--- src/rtl/cmd_framer.sv ---
// cmd_framer: frames host command bytes into 'P'/'L' packets and releases each packet from a byte FIFO only once it is complete.
// Optional CMD_TIMEOUT_EN aborts a partial packet after TIMEOUT idle cycles.
module cmd_framer #(
  parameter int DEPTH   = 16,
  parameter int TIMEOUT = 255
) (
  input  logic                     clk,
  input  logic                     rst_n,
  input  logic [7:0]               host_data,
  input  logic                     host_valid,
  output logic                     host_ready,
  output logic [7:0]               cmd,
  output logic                     cmd_valid,
  input  logic                     cmd_ready,
  output logic                     pkt_err,
  output logic [$clog2(DEPTH):0]   level
);
  localparam int AW = $clog2(DEPTH);
  localparam int PW = AW + 1;
  typedef enum logic {IDLE, PARAM} state_t;
  state_t state, state_nx;
  logic [2:0] rem, rem_nx;
  logic [PW-1:0] wr_ptr, cm_ptr, rd_ptr, wr_nx, cm_nx, used;
  logic [7:0] mem [DEPTH];
  logic run, wr_en, err_nx, host_fire, cmd_fire;
`ifdef CMD_TIMEOUT_EN
  localparam int TW = $clog2(TIMEOUT + 1);
  logic [TW-1:0] idle_cnt;
  logic expire;
  assign expire = state == PARAM && !host_fire && idle_cnt == TW'(TIMEOUT - 1);
  always_ff @(posedge clk or negedge rst_n)
    if (!rst_n) idle_cnt <= '0;
    else idle_cnt <= (host_fire || state != PARAM || expire) ? '0 : idle_cnt + TW'(1);
`endif
  // used counts uncommitted bytes too, so a stalled packet can never overrun the reader
  assign used       = wr_ptr - rd_ptr;
  assign host_ready = run & ~used[PW-1];
  assign host_fire  = host_valid & host_ready;
  assign cmd_valid  = cm_ptr != rd_ptr;
  assign cmd_fire   = cmd_valid & cmd_ready;
  assign cmd        = cmd_valid ? mem[rd_ptr[AW-1:0]] : 8'h00;
  assign level      = cm_ptr - rd_ptr;
  always_comb begin
    state_nx = state;
    rem_nx   = rem;
    wr_en    = 1'b0;
    cm_nx    = cm_ptr;
    err_nx   = 1'b0;
    wr_nx    = wr_ptr;
    if (host_fire) begin
      if (state == IDLE) begin
        wr_en    = host_data == 8'd80 || host_data == 8'd76;
        err_nx   = !wr_en;
        rem_nx   = host_data == 8'd80 ? 3'd3 : host_data == 8'd76 ? 3'd5 : rem;
        state_nx = wr_en ? PARAM : IDLE;
      end else begin
        wr_en    = 1'b1;
        rem_nx   = rem - 3'd1;
        cm_nx    = rem == 3'd1 ? wr_ptr + PW'(1) : cm_ptr;
        state_nx = rem == 3'd1 ? IDLE : PARAM;
      end
      wr_nx = wr_en ? wr_ptr + PW'(1) : wr_ptr;
    end
`ifdef CMD_TIMEOUT_EN
    else if (expire) begin
      wr_nx    = cm_ptr;
      err_nx   = 1'b1;
      rem_nx   = 3'd0;
      state_nx = IDLE;
    end
`endif
  end
  always_ff @(posedge clk or negedge rst_n)
    if (!rst_n) begin
      state   <= IDLE;
      rem     <= '0;
      wr_ptr  <= '0;
      cm_ptr  <= '0;
      rd_ptr  <= '0;
      pkt_err <= 1'b0;
      run     <= 1'b0;
    end else begin
      state   <= state_nx;
      rem     <= rem_nx;
      wr_ptr  <= wr_nx;
      cm_ptr  <= cm_nx;
      rd_ptr  <= rd_ptr + PW'(cmd_fire);
      pkt_err <= err_nx;
      run     <= 1'b1;
    end
  always_ff @(posedge clk)
    if (wr_en) mem[wr_ptr[AW-1:0]] <= host_data;
endmodule

--- config.mk ---
export PLATFORM = sky130hd
export DESIGN_NAME = cmd_framer
export DESIGN_NICKNAME = d
export VERILOG_FILES = /design/src/rtl/cmd_framer.sv
export SDC_FILE = /design/constraint.sdc
export NUM_CORES = 1
export LEC_CHECK = 0
export ABC_AREA = 1
export BUFFER_PORTS_ARGS = -buffer_cell sky130_fd_sc_hd__buf_2
export CAP_MARGIN = 20
export CORE_MARGIN = 3
export CORE_UTILIZATION = 50
export DETAILED_ROUTE_END_ITERATION = 8
export PLACE_DENSITY_LB_ADDON = 0.12
export RECOVER_POWER = 100
export SLEW_MARGIN = 5
export SYNTH_ARGS = -nofsm -noshare
export SYNTH_HDL_FRONTEND = slang
export SYNTH_SLANG_ARGS = --single-unit
--- constraint.sdc ---
create_clock -name clk -period 3.9 [get_ports clk]
set_input_delay 0.78 -clock clk [delete_from_list [all_inputs] [get_ports clk]]
set_output_delay 0.78 -clock clk [all_outputs]
set_load 0.02 [all_outputs]
# ---- Yosys cells after proc, flatten, opt, wreduce, memory -nomap -nowiden
# Memory sizes are Yosys's and may differ from the RTL's.
# Index checks and enable logic that the tools add are counted.
dict set report word_totals {
  out_inout_bits 16
  register_bits 21
  n_memories 1
  word_cells 41
  ramBits 128
}
# name depth width rd rd_clocked_by_memory_dff write_ports line
set memory_table {}
lappend memory_table {mem 16 8 1 0 1 24} ;# logic [7:0] mem [DEPTH];
dict set report classes {
  eq_ne 4
  add_sub_neg 5
  mux 14
  reduce_logical 6
  n_bitwise 4
}
# op count
set op_table {}
lappend op_table {{$eq A8 B7 Y1 const B} 2}
lappend op_table {{$mux W1} 10}
lappend op_table {{$sub A5 B5 Y5} 2}
lappend op_table {{$mux W3} 3}
lappend op_table {{$mux W8} 1}
lappend op_table {{$add A5 B1 Y5} 1}
lappend op_table {{$add A5 B1 Y5 const B} 1}
lappend op_table {{$ne A5 B5 Y1} 1}
lappend op_table {{$reduce_and A2 Y1} 2}
lappend op_table {{$and A1 B1 Y1} 3}
lappend op_table {{$eq A3 B1 Y1 const B} 1}
lappend op_table {{$reduce_and A3 Y1} 1}
lappend op_table {{$reduce_bool A3 Y1} 1}
lappend op_table {{$sub A3 B1 Y3 const B} 1}
lappend op_table {{$logic_not A1 Y1} 1}
lappend op_table {{$logic_or A1 B1 Y1} 1}
lappend op_table {{$not A1 Y1} 1}

# ---- Depth between registers and ports, before layout
dict set report depth {
  depth_word 8
  depth_mapped 13
  ltp_nobuf 12
}

# ---- Worst setup path before layout
# No wires, ideal clock.
dict set report synth_timing {
  path_type {register to register}
  start {reg rd_ptr[1]}
  end {mem mem[11][0], enable pin}
  stages_incl_launch_ff 12
  period_less_slack_ns 2.689
  setup_slack_ns 1.211
  n_path_buf 2
  setup_time_ns 0.383
  t_arrival_ns 2.306
  required_ns 3.517
  cell_sequence {dfrtp_1 > inv_1 > clkbuf_1 > ha_1 > nand2_1 > nand2_1 > nand2_2 > nand3_2 > nand2_2 > nand4_4 > buf_6 > nor3_1}
}
dict set report synth_via {
  elab_chain_len 7
}
# element line
set synth_rtl {}
lappend synth_rtl {{start, declared} 23} ;# logic [PW-1:0] wr_ptr, cm_ptr, rd_ptr, wr_nx, cm_nx, used;
lappend synth_rtl {{start signal, assigned} 87} ;# rd_ptr <= rd_ptr + PW'(cmd_fire);
lappend synth_rtl {{$sub A5 B5 Y5} 36} ;# assign used = wr_ptr - rd_ptr;
lappend synth_rtl {{$not A1 Y1} 37} ;# assign host_ready = run & ~used[PW-1];
lappend synth_rtl {{$and A1 B1 Y1} 37}
lappend synth_rtl {{$and A1 B1 Y1} 38} ;# assign host_fire = host_valid & host_ready;
lappend synth_rtl {{$mux W1} 50} ;# if (host_fire) begin
lappend synth_rtl {{$mux W1} 92} ;# if (wr_en) mem[wr_ptr[AW-1:0]] <= host_data;
lappend synth_rtl {{$mux W1 (implied by the code)} 92}
lappend synth_rtl {{end, declared} 24}
# No other way between the ends.

# ---- Worst setup path in the final report
dict set report layout_timing {
  start {reg rd_ptr[1]}
  end {out level[4]}
}
dict set report layout_via {
  elab_chain_len 1
}
# element line
set layout_rtl {}
lappend layout_rtl {{$sub A5 B5 Y5} 42} ;# assign level = cm_ptr - rd_ptr;
lappend layout_rtl {{end, declared} 16} ;# output logic [$clog2(DEPTH):0] level
# No other way between the ends.

==> impl_results.md <==
- Worst skew pair latency: 0.43 ns
- Mapped Cells: 557
- Worst-Margin Slew: 1.19 ns
- CP Capture Type: output pin
- Most instantiated cells after synthesis: edfxtp_1 (128), nor2_1 (91), o21ai_0 (69)
- Clock Path Buffers: 2
- Hold Buf Count CTS: 0
- GRT Util Overall: 0.216
- Slew Viols, Final: 0
- CTS tree: yes
- Initial antenna violation count: 0
- Placed insts: 747
- Pre-CTS WS: 0.842 ns
- Synth area leader: edfxtp_1
- Mean area per synthesized cell: 11.6 um2
- Die W: 120 um
- CP arrival: 2.79 ns
- Wire per inst: 18.5 um
- Core area: 12300 um2
- Primary FF master, synth: edfxtp_1
- Async S/R FF share, synth: 0.141
- Simple-gate share of the synthesized area: 0.137
- Post-synthesis compound-gate area fraction: 0.0981
- Slew margin rel.: 0.205
- Skew final: 0.0125 ns
- Antenna fix cells: 0
- Yosys cell types: 30
- Final cell count without fillers: 779
- Num CTS Buffers: 17
- Grt total ovfl: 0
- Total Nets Final: 626
- H-Tree Depth: 4
- Hpwl dp: 9040 um
- Largest cells by area after synthesis: edfxtp_1 (60%), dfrtp_1 (8.1%), o21ai_0 (5.4%), nor2_1 (5.3%), nand2_1 (3.9%)
- Worst hold path class: reg -> reg
- PortBufs: 27
- Multi-input gate area: 1810 um2
- Final setup fails: 0
- Largest family of logic cells by synthesized area: simple AND/OR/NAND/NOR gates
- Synth Area in Adders: 0.0322
- Pre-Repair DR Iteration Count: 5
- Fill count: 1068
- M1 wire length: 6590 um
- Die height: 120 um
- Post-CTS setup buffers: 0
- Synthesis-stage register bit count: 149
- Data required time of the worst path: 3.12 ns
- Met3 wire length: 742 um
- Yosys warns: 0
- Initial core utilization: 0.524
- Most used standard cell by instance count after synthesis: edfxtp_1
- Delay-heaviest family, CP: buffers and inverters
- Max stage delay cell, worst path: fa_1
- Io pins: 28
- Total wire length: 14400 um
- Die area: 14300 um2
- Setup CP Type: reg -> out
- First-pass GRT wire length: 23400 um
- Min Tclk post-route: 3.57 ns
- Pwr Density: 720 nW/um2
- GPL Wtd Cong: 0.827
- Worst path bufs/invs: 2
- Fmax: 280 MHz
- Largest net degree at the start of global routing: 52
- Top-area cell type share of the netlist area: 0.596
- Sequential element share of the synthesized area: 0.677
- Final setup margin: 0.332 ns
- Clock transition at path regs: 0.06 ns
- Final worst path period share: 0.915
- Metal2 WL: 6880 um
- Clock tree sinks: 149
- Vias in the first global route: 4311
- Outcome: finished, final reports clean
- Rows: 40
- Synth Net Count: 585
- Area Overhead vs Synth: 13.5%
- Placement Cell Area: 6820 um2
- Multiplexer area fraction after synthesis: 0
- CP Max Fanout: 51
- Leakage: 2.63 nW
- CP Launch Type: register
- Top Layer Used: met4
- Clock root cell: clkbuf_16
- Finished Core Util: 0.595
- Detailed Route Iter0 Violations: 379
- Fraction of layout cells with a size suffix above 1: 0.0769
- RSZ-0062 raised after global routing: false
- Via-to-Cell Ratio: 5.50
- Mapped cell area: 6450 um2
- DRC violations left: 0
- Post_cts resized: 0
- Crit-path cells: clkbuf_2, fa_1, o21ai_0, xnor2_1, clkbuf_1
- Via count: 4284
- Register area: 4370 um2
- Final instance area: 7320 um2
- Peak VDD IR: 0.357 mV
- Post-route antenna net violation count: 0
- Hold Vio Cnt, Final: 0
- CP max stage delay: 0.71 ns
- Max Cap Viol: 0
- Post-Synth XOR/XNOR Area: 0.0149
- Post-synth EDFFs: 128
- Setup TNS: 0 ns
[flip-flops by register name (all words and copies together), names as in the netlist]
name     flops
mem        128
cm_ptr       5
run          1
rd_ptr       5
rem          3
wr_ptr       5
state        1
pkt_err      1
[kinds of logic after synthesis]
kind of cell | after synthesis
flip-flops | 149
adder cells (fa/ha/maj) | 16
XOR/XNOR | 11
other | 1
buffers and inverters | 59
AND/OR/NAND/NOR | 208
AO/OA/AOI/OAI | 113
[stage by stage]
step / total power [mW] / hold WS, ns
6_report: 5.27 / 0.492
5_1_grt: 5.61 / 0.533
4_1_cts: 5.36 / 0.332
3_5_place_dp: 3.70 / 0.478
3_3_place_gp: 3.68 / 0.475
2_1_floorplan: 3.15 / 0.449
[routing by layer]
metal  GRT usage  vias up
li1            -     2064
met4      0.0773        0
met2       0.340      111
met5           0        -
met3      0.0542       18
met1       0.295     2091
[placed cells by master, fill, tap and decap left out, drive strengths merged, types with 3 or more instances in the layout]
master | netlist | layout
o211ai | 16 | 16
dfrtp | 21 | 21
xor2 | 6 | 6
ha | 15 | 15
clkbuf | 8 | 55
clkinvlp | 0 | 5
bufinv | 0 | 3
nand2 | 69 | 69
inv | 33 | 36
o22ai | 16 | 16
nor2 | 92 | 92
a21oi | 6 | 6
nand4 | 4 | 4
nor3 | 15 | 15
a31oi | 6 | 6
clkinv | 1 | 5
xnor2 | 5 | 5
buf | 17 | 9
nand3 | 27 | 27
o21ai | 69 | 69
edfxtp | 128 | 128
[where the power goes]
group	leakage [nW]	switching [mW]	internal, mW
registers	1.42	0.105	1.79
clock network	0.281	0.642	1.01
logic	0.931	1.21	0.522
total	2.63	1.95	3.32
[tightest hold or removal path: stages, from the launching register on]
cell and delay (ns):
dfrtp_1 0.34, nand2_1 0.06, nand2_1 0.06
[layout make-up]
class	instances	share of cell area
clock buffer	17	0.0581
clock inverter	15	0.0244
inverter	34	0.0174
multi-input combinational	349	0.247
sequential	149	0.597
tap	168	0.0287
timing repair buffer	47	0.0272
[final timing paths]
path	startpoint	end	slack [ns]	cells past startpoint
max in group asynchronous	rst_n	rd_ptr[0]	2.54	1
max	rd_ptr[1]	level[4]	0.33	5
min	rem[1]	rem[1]	0.49	2
max reg2reg	rd_ptr[2]	mem[5][2]	0.64	11
min in group asynchronous	rst_n	rd_ptr[0]	0.58	1
min reg2reg	rem[1]	rem[1]	0.49	2
Power figures use the tool's default switching activity.
